===== src/rtl/stopwatch_display.sv =====
// stopwatch_display: freezable MM.SS.HH snapshot, serial double-dabble BCD conversion and
// six-digit active-low 7-segment scan. Optional build macro: LEADING_ZERO_BLANK_EN.
module stopwatch_display #(
    parameter int FREQUENCY = 100_000_000,
    parameter int SCAN_HZ   = 1000
) (
    input  logic       clk_in,
    input  logic       rst_in,
    input  logic [3:0] minutes,
    input  logic [5:0] seconds,
    input  logic [6:0] hundredths,
    input  logic       freeze_in,
    output logic [6:0] cat_out,
    output logic       dp_out,
    output logic [5:0] an_out,
    output logic       busy_out
);
    localparam int DIG_CYC = FREQUENCY / SCAN_HZ;
    localparam int DW = $clog2(DIG_CYC);
    localparam logic [DW-1:0] DWELL_LAST = DW'(DIG_CYC - 1);

    typedef enum logic [1:0] {IDLE, CONV, COMMIT} state_t;
    state_t r_state, w_state_next;

    logic [DW-1:0] r_dwell;
    logic [2:0]    r_idx;
    logic [20:0]   r_snap;
    logic [4:0]    r_bit;
    logic [7:0]    r_acc;
    logic [7:0]    r_bcd_h, r_bcd_s, r_bcd_m;
    logic [3:0]    r_dig [6];
    logic [6:0]    r_cat;
    logic          r_dp;
    logic [5:0]    r_an;
    logic          r_busy;

    logic       w_wrap, w_tick, w_capture;
    logic [6:0] w_hun_sat;
    logic [7:0] w_acc_adj, w_acc_shift;
    logic [3:0] w_cur;
    logic [6:0] w_cat_next;

    assign w_wrap    = (r_dwell == DWELL_LAST);
    assign w_tick    = w_wrap && (r_idx == 3'd5);
    assign w_capture = w_tick && !freeze_in && (r_state == IDLE);
    assign w_hun_sat = (hundredths > 7'd99) ? 7'd99 : hundredths;

    // Add-3 on each nibble >= 5, then shift in the next snapshot bit.
    always_comb begin
        w_acc_adj = r_acc;
        if (r_acc[3:0] >= 4'd5) w_acc_adj[3:0] = r_acc[3:0] + 4'd3;
        if (r_acc[7:4] >= 4'd5) w_acc_adj[7:4] = r_acc[7:4] + 4'd3;
        w_acc_shift = (w_acc_adj << 1) | {7'b0, r_snap[20]};
    end

    always_ff @(posedge clk_in or posedge rst_in) begin
        if (rst_in) begin
            r_dwell <= '0;
            r_idx   <= 3'd0;
        end else if (w_wrap) begin
            r_dwell <= '0;
            r_idx   <= (r_idx == 3'd5) ? 3'd0 : r_idx + 3'd1;
        end else begin
            r_dwell <= r_dwell + 1'b1;
        end
    end

    always_ff @(posedge clk_in or posedge rst_in) begin
        if (rst_in) r_state <= IDLE;
        else        r_state <= w_state_next;
    end

    always_comb begin
        w_state_next = r_state;
        case (r_state)
            IDLE:    if (w_capture) w_state_next = CONV;
            CONV:    if (r_bit == 5'd20) w_state_next = COMMIT;
            COMMIT:  w_state_next = IDLE;
            default: w_state_next = IDLE;
        endcase
    end

    // Snapshot layout {hundredths, seconds, minutes}, 7 bits per field, shifted out MSB-first.
    always_ff @(posedge clk_in or posedge rst_in) begin
        if (rst_in) begin
            r_snap  <= '0;
            r_bit   <= '0;
            r_acc   <= '0;
            r_bcd_h <= '0;
            r_bcd_s <= '0;
            r_bcd_m <= '0;
            for (int i = 0; i < 6; i++) r_dig[i] <= '0;
        end else begin
            case (r_state)
                IDLE: if (w_capture) begin
                    r_snap <= {w_hun_sat, 1'b0, seconds, 3'b000, minutes};
                    r_bit  <= '0;
                    r_acc  <= '0;
                end
                CONV: begin
                    r_snap <= {r_snap[19:0], 1'b0};
                    r_bit  <= r_bit + 5'd1;
                    case (r_bit)
                        5'd6:    begin r_bcd_h <= w_acc_shift; r_acc <= '0; end
                        5'd13:   begin r_bcd_s <= w_acc_shift; r_acc <= '0; end
                        5'd20:   begin r_bcd_m <= w_acc_shift; r_acc <= '0; end
                        default: r_acc <= w_acc_shift;
                    endcase
                end
                COMMIT: begin
                    r_dig[0] <= r_bcd_h[3:0];
                    r_dig[1] <= r_bcd_h[7:4];
                    r_dig[2] <= r_bcd_s[3:0];
                    r_dig[3] <= r_bcd_s[7:4];
                    r_dig[4] <= r_bcd_m[3:0];
                    r_dig[5] <= r_bcd_m[7:4];
                end
                default: ;
            endcase
        end
    end

    always_comb begin
        case (r_idx)
            3'd0:    w_cur = r_dig[0];
            3'd1:    w_cur = r_dig[1];
            3'd2:    w_cur = r_dig[2];
            3'd3:    w_cur = r_dig[3];
            3'd4:    w_cur = r_dig[4];
            3'd5:    w_cur = r_dig[5];
            default: w_cur = 4'd0;
        endcase
    end

    always_comb begin
        case (w_cur)
            4'd0:    w_cat_next = 7'b1000000;
            4'd1:    w_cat_next = 7'b1111001;
            4'd2:    w_cat_next = 7'b0100100;
            4'd3:    w_cat_next = 7'b0110000;
            4'd4:    w_cat_next = 7'b0011001;
            4'd5:    w_cat_next = 7'b0010010;
            4'd6:    w_cat_next = 7'b0000010;
            4'd7:    w_cat_next = 7'b1111000;
            4'd8:    w_cat_next = 7'b0000000;
            4'd9:    w_cat_next = 7'b0010000;
            default: w_cat_next = 7'h7F;
        endcase
`ifdef LEADING_ZERO_BLANK_EN
        if (r_idx == 3'd5 && r_dig[5] == 4'd0) w_cat_next = 7'h7F;
`endif
    end

    // busy covers the capture cycle through the commit cycle.
    always_ff @(posedge clk_in or posedge rst_in) begin
        if (rst_in) begin
            r_cat  <= 7'h7F;
            r_dp   <= 1'b1;
            r_an   <= 6'h3F;
            r_busy <= 1'b0;
        end else begin
            r_cat  <= w_cat_next;
            r_dp   <= !((r_idx == 3'd2) || (r_idx == 3'd4));
            r_an   <= ~(6'b1 << r_idx);
            r_busy <= w_capture || (r_state != IDLE);
        end
    end

    assign cat_out  = r_cat;
    assign dp_out   = r_dp;
    assign an_out   = r_an;
    assign busy_out = r_busy;
endmodule

===== config.mk =====
export PLATFORM = sky130hd
export DESIGN_NAME = stopwatch_display
export DESIGN_NICKNAME = d
export VERILOG_FILES = /design/src/rtl/stopwatch_display.sv
export SDC_FILE = /design/constraint.sdc
export NUM_CORES = 1
export LEC_CHECK = 0
export ABC_CLOCK_PERIOD_IN_PS = 10500
export CORE_MARGIN = 2
export CORE_UTILIZATION = 60
export DETAILED_ROUTE_END_ITERATION = 8
export GPL_ROUTABILITY_DRIVEN = 1
export GPL_TIMING_DRIVEN = 0
export PLACE_DENSITY = 0.82
export SLEW_MARGIN = 10
export SYNTH_ARGS = -nofsm -noshare
export SYNTH_HDL_FRONTEND = slang
export SYNTH_SLANG_ARGS = --single-unit

===== constraint.sdc =====
create_clock -name clk_in -period 10.5 [get_ports clk_in]
set_clock_uncertainty 0.1 [all_clocks]
set_input_delay 2.1 -clock clk_in [delete_from_list [all_inputs] [get_ports clk_in]]
set_output_delay 2.1 -clock clk_in [all_outputs]
set_load 0.01 [all_outputs]

==> metrics.txt <==
# TYPE chip_impl_metric gauge
chip_impl_metric{name="row_count",unit=""} 34
chip_impl_info{name="crit_family",value="buffers and inverters"} 1
chip_impl_metric{name="synth_seq_area_share",unit=""} 0.556
chip_impl_metric{name="final_hold_viol_count",unit=""} 0
chip_impl_metric{name="max_stage_delay",unit="ns"} 0.54
chip_impl_metric{name="drcViolationCount",unit=""} 0
chip_impl_info{name="result_of_the_run",value="completed"} 1
chip_impl_metric{name="slew_headroom",unit=""} 0.548
chip_impl_metric{name="routedWlPerCell",unit="um"} 17.4
chip_impl_metric{name="maximum_number_of_pins_on_one_net_before_global_route_repair",unit=""} 62
chip_impl_metric{name="final.min_clock_period",unit="ns"} 3.78
chip_impl_metric{name="postSynthCellCount",unit=""} 470
chip_impl_info{name="synth_largest_area_cell",value="sky130_fd_sc_hd__dfrtp_1"} 1
chip_impl_metric{name="critPathArrivalTime",unit="ns"} 1.57
chip_impl_metric{name="hold_buffers",unit=""} 0
chip_impl_info{name="synth.top_cells.by_area",value="sky130_fd_sc_hd__dfrtp_1 49%, sky130_fd_sc_hd__mux2_2 8.4%, sky130_fd_sc_hd__dfstp_2 6.8%, sky130_fd_sc_hd__mux2i_1 4.8%, sky130_fd_sc_hd__ha_1 3.5%"} 1
chip_impl_metric{name="drt_first_pass_iters",unit=""} 5
chip_impl_info{name="cp_slowest_cell",value="sky130_fd_sc_hd__clkdlybuf4s50_1"} 1
chip_impl_metric{name="ctsResizeCount",unit=""} 0
chip_impl_metric{name="buffer_ports.inserted",unit=""} 34
chip_impl_metric{name="gr-usage-all-layers",unit=""} 0.253
chip_impl_metric{name="die-width",unit="um"} 98.8
chip_impl_metric{name="worst-path-buf-inv",unit=""} 1
chip_impl_metric{name="syn_area",unit="mm2"} 0.00539
chip_impl_metric{name="min_path_cells",unit=""} 2
chip_impl_metric{name="synth_warnings",unit=""} 0
chip_impl_metric{name="clock_latency",unit="ns"} 0.52
chip_impl_metric{name="cp_max_fo",unit=""} 1
chip_impl_info{name="worst_hold_path_type",value="flop to flop"} 1
chip_impl_info{name="root_buffer",value="sky130_fd_sc_hd__clkbuf_8"} 1
chip_impl_metric{name="numCtsBuffers",unit=""} 17
chip_impl_metric{name="rr_worst_depth",unit=""} 8
chip_impl_metric{name="htree_num_levels",unit=""} 4
chip_impl_info{name="min-delay-start",value="r_snap[16]"} 1
chip_impl_info{name="critical_path.reg2reg.endpoint",value="cat_out[2]"} 1
chip_impl_metric{name="layout.core_utilization",unit=""} 0.744
chip_impl_metric{name="fmax",unit="MHz"} 265
chip_impl_metric{name="synth.distinct_cells",unit=""} 51
chip_impl_metric{name="max_cap_viol_count",unit=""} 0
chip_impl_info{name="cts_tree",value="yes"} 1
chip_impl_metric{name="slew_violations",unit=""} 0
chip_impl_metric{name="syn-mean-instance-area",unit="um2"} 11.5
chip_impl_metric{name="whs",unit="ns"} 0.377
chip_impl_metric{name="overflow",unit=""} 0
chip_impl_metric{name="setup-violations-final",unit=""} 0
chip_impl_info{name="cells_traversed_along_the_worst_timing_path",value="clkdlybuf4s50_1"} 1
chip_impl_metric{name="placed_cells",unit=""} 613
chip_impl_metric{name="finalWirelength",unit="um"} 11200
chip_impl_metric{name="route.vias.total",unit=""} 3759
chip_impl_metric{name="first_global_vias",unit=""} 3963
chip_impl_metric{name="drt-initial-drc-count",unit=""} 194
chip_impl_metric{name="ff2ff_setup_slack",unit="ns"} 7.47
chip_impl_metric{name="critical_path_required",unit="ns"} 8.30
chip_impl_info{name="synth-main-ff-cell",value="sky130_fd_sc_hd__dfrtp_1"} 1
chip_impl_metric{name="post-layout-total-power",unit="mW"} 1.05
chip_impl_info{name="setup_repair_after_global_routing_missed_its_margin",value="false"} 1
chip_impl_info{name="reg2reg_from",value="r_idx[2]"} 1
chip_impl_metric{name="yosys.area.top_type_share",unit=""} 0.487
chip_impl_metric{name="place_hpwl",unit="um"} 7360
chip_impl_metric{name="number_of_antenna_violations_at_the_first_check_in_global_routing",unit=""} 0
chip_impl_metric{name="power.leakage",unit="nW"} 2.76
chip_impl_metric{name="place_congestion",unit=""} 0.833
chip_impl_metric{name="finish.cell_count_without_fillers",unit=""} 645
chip_impl_metric{name="clock_sink_count",unit=""} 119
chip_impl_metric{name="antenna-diode-count",unit=""} 0
chip_impl_metric{name="p_per_area",unit="mW/mm2"} 162
chip_impl_metric{name="vdd.ir_drop.worst",unit="V"} 0.000128
chip_impl_info{name="layout_commonest_cell",value="sky130_fd_sc_hd__dfrtp_1"} 1
chip_impl_metric{name="synthesized_flop_and_latch_total",unit=""} 119
chip_impl_metric{name="num_ports",unit=""} 35
chip_impl_metric{name="cts.repair_timing.setup_buffer_count",unit=""} 0
chip_impl_metric{name="timing_worst_slew_pin_value",unit="ns"} 0.672
chip_impl_metric{name="dieHeight",unit="um"} 98.8
chip_impl_metric{name="postSynthNetCount",unit=""} 505
chip_impl_metric{name="setup_tns",unit="ns"} 0
chip_impl_metric{name="synth-edff-count",unit=""} 0
chip_impl_metric{name="total_die_area",unit="mm2"} 0.00976
chip_impl_metric{name="async_flop_share",unit=""} 1.00
chip_impl_info{name="setup.worst_path.end_class",value="primary output"} 1
chip_impl_info{name="critPathKind",value="flop to primary output"} 1
chip_impl_metric{name="final.fill_count",unit=""} 558
chip_impl_metric{name="clkSlewWorstSetupHoldPaths",unit="ns"} 0.06
chip_impl_metric{name="vias_per_cell",unit=""} 5.83
chip_impl_metric{name="area_growth",unit="%"} 20.3
chip_impl_info{name="setup.worst_path.start_class",value="flop"} 1
chip_impl_metric{name="grt_first_pass_wirelength",unit="um"} 19200
chip_impl_info{name="hold-path-endpoint",value="r_snap[16]"} 1
chip_impl_info{name="mostFrequentLayoutCells",value="105 x sky130_fd_sc_hd__dfrtp_1, 48 x sky130_fd_sc_hd__nand2_1, 40 x sky130_fd_sc_hd__mux2_2"} 1
chip_impl_metric{name="design.core.area",unit="mm2"} 0.00872
chip_impl_metric{name="clock_path_buffers",unit=""} 2
chip_impl_metric{name="finish.net_count",unit=""} 559
chip_impl_metric{name="fin_crit_sh",unit=""} 0.360
chip_impl_metric{name="ant_nets",unit=""} 0
chip_impl_metric{name="floorplan.initialDensity",unit=""} 0.618
chip_impl_metric{name="fraction_of_layout_instances_using_a_drive_strength_above_1",unit=""} 0.188
## registers in the layout, summed over array words and instances, names as in the netlist, 2 cells and up
signal and cells:
cat_out 7, an_out 6, r_bcd_s 8, r_bit 5, r_idx 3, r_acc 8, r_state 2, r_snap 21
r_dwell 17, r_bcd_m 8, r_dig 24, r_bcd_h 8
## kinds of logic after synthesis
family | after synthesis | synth area share
and+or+nand+nor | 145 | 0.136
muxes | 66 | 0.132
adders and majority gates | 15 | 0.0348
buffers and inverters | 36 | 0.0279
DFF | 119 | 0.556
xor gates and xnor gates | 18 | 0.0292
AOI/OAI and AO/OA | 71 | 0.0850
## through the flow
step | cell area, um2 | worst slack (ns)
after floorplan | 5390 | 5.17
after global placement | 5870 | 3.75
after detailed placement | 5900 | 6.26
after CTS | 6490 | 6.70
after global routing | 6490 | 6.61
final | 6490 | 6.73
## cells in the mapped netlist (3+ instances only)
master                     instances
sky130_fd_sc_hd__a21oi_1          25
sky130_fd_sc_hd__a22o_1            6
sky130_fd_sc_hd__a32oi_1           3
sky130_fd_sc_hd__and2_1            4
sky130_fd_sc_hd__clkbuf_1         14
sky130_fd_sc_hd__dfrtp_1         105
sky130_fd_sc_hd__dfstp_2          14
sky130_fd_sc_hd__ha_1             15
sky130_fd_sc_hd__inv_1            18
sky130_fd_sc_hd__mux2_2           40
sky130_fd_sc_hd__mux2i_1          26
sky130_fd_sc_hd__nand2_1          48
sky130_fd_sc_hd__nand2b_1          5
sky130_fd_sc_hd__nand3_1          12
sky130_fd_sc_hd__nand3b_1          3
sky130_fd_sc_hd__nor2_1           32
sky130_fd_sc_hd__nor3_1           12
sky130_fd_sc_hd__nor3b_1           5
sky130_fd_sc_hd__nor4_1            3
sky130_fd_sc_hd__o21ai_0          21
sky130_fd_sc_hd__o31ai_1           4
sky130_fd_sc_hd__or3_1             5
sky130_fd_sc_hd__xnor2_1          11
sky130_fd_sc_hd__xor2_1            7
## worst max path at each step
stage	startpoint	to	cells past startpoint
2_1_floorplan	rst_in	busy_out	1
3_3_place_gp	rst_in	r_bcd_h[2]	2
3_5_place_dp	freeze_in	r_snap[1]	7
4_1_cts	an_out[1]	an_out[1]	1
5_1_grt	freeze_in	r_bit[0]	6
6_report	an_out[1]	an_out[1]	1
## metal layers
layer | vias up | track usage | wire length [um]
met5 | - | 0 | 0
met4 | 0 | 0.0801 | 205
met3 | 25 | 0.0709 | 538
met2 | 111 | 0.417 | 5680
met1 | 1870 | 0.327 | 4810
li1 | 1753 | - | -
## power by group
group | leakage, nW | internal [mW] | switching, mW
registers | 1.48 | 0.459 | 0
logic | 1.00 | 0.00783 | 0.0106
clock network | 0.273 | 0.352 | 0.219
total | 2.76 | 0.819 | 0.230
## final cells by class
cell class | count | area, um2 | area share
buffer | 18 | 82.6 | 0.0127
clock buffer | 19 | 442 | 0.0681
clock inverter | 13 | 146 | 0.0226
inverter | 18 | 72.6 | 0.0112
multi-input combinational | 315 | 2240 | 0.346
sequential | 119 | 3000 | 0.462
tap | 108 | 135 | 0.0208
timing repair buffer | 35 | 368 | 0.0567
Note: power is estimated with default switching activity, not from simulation.
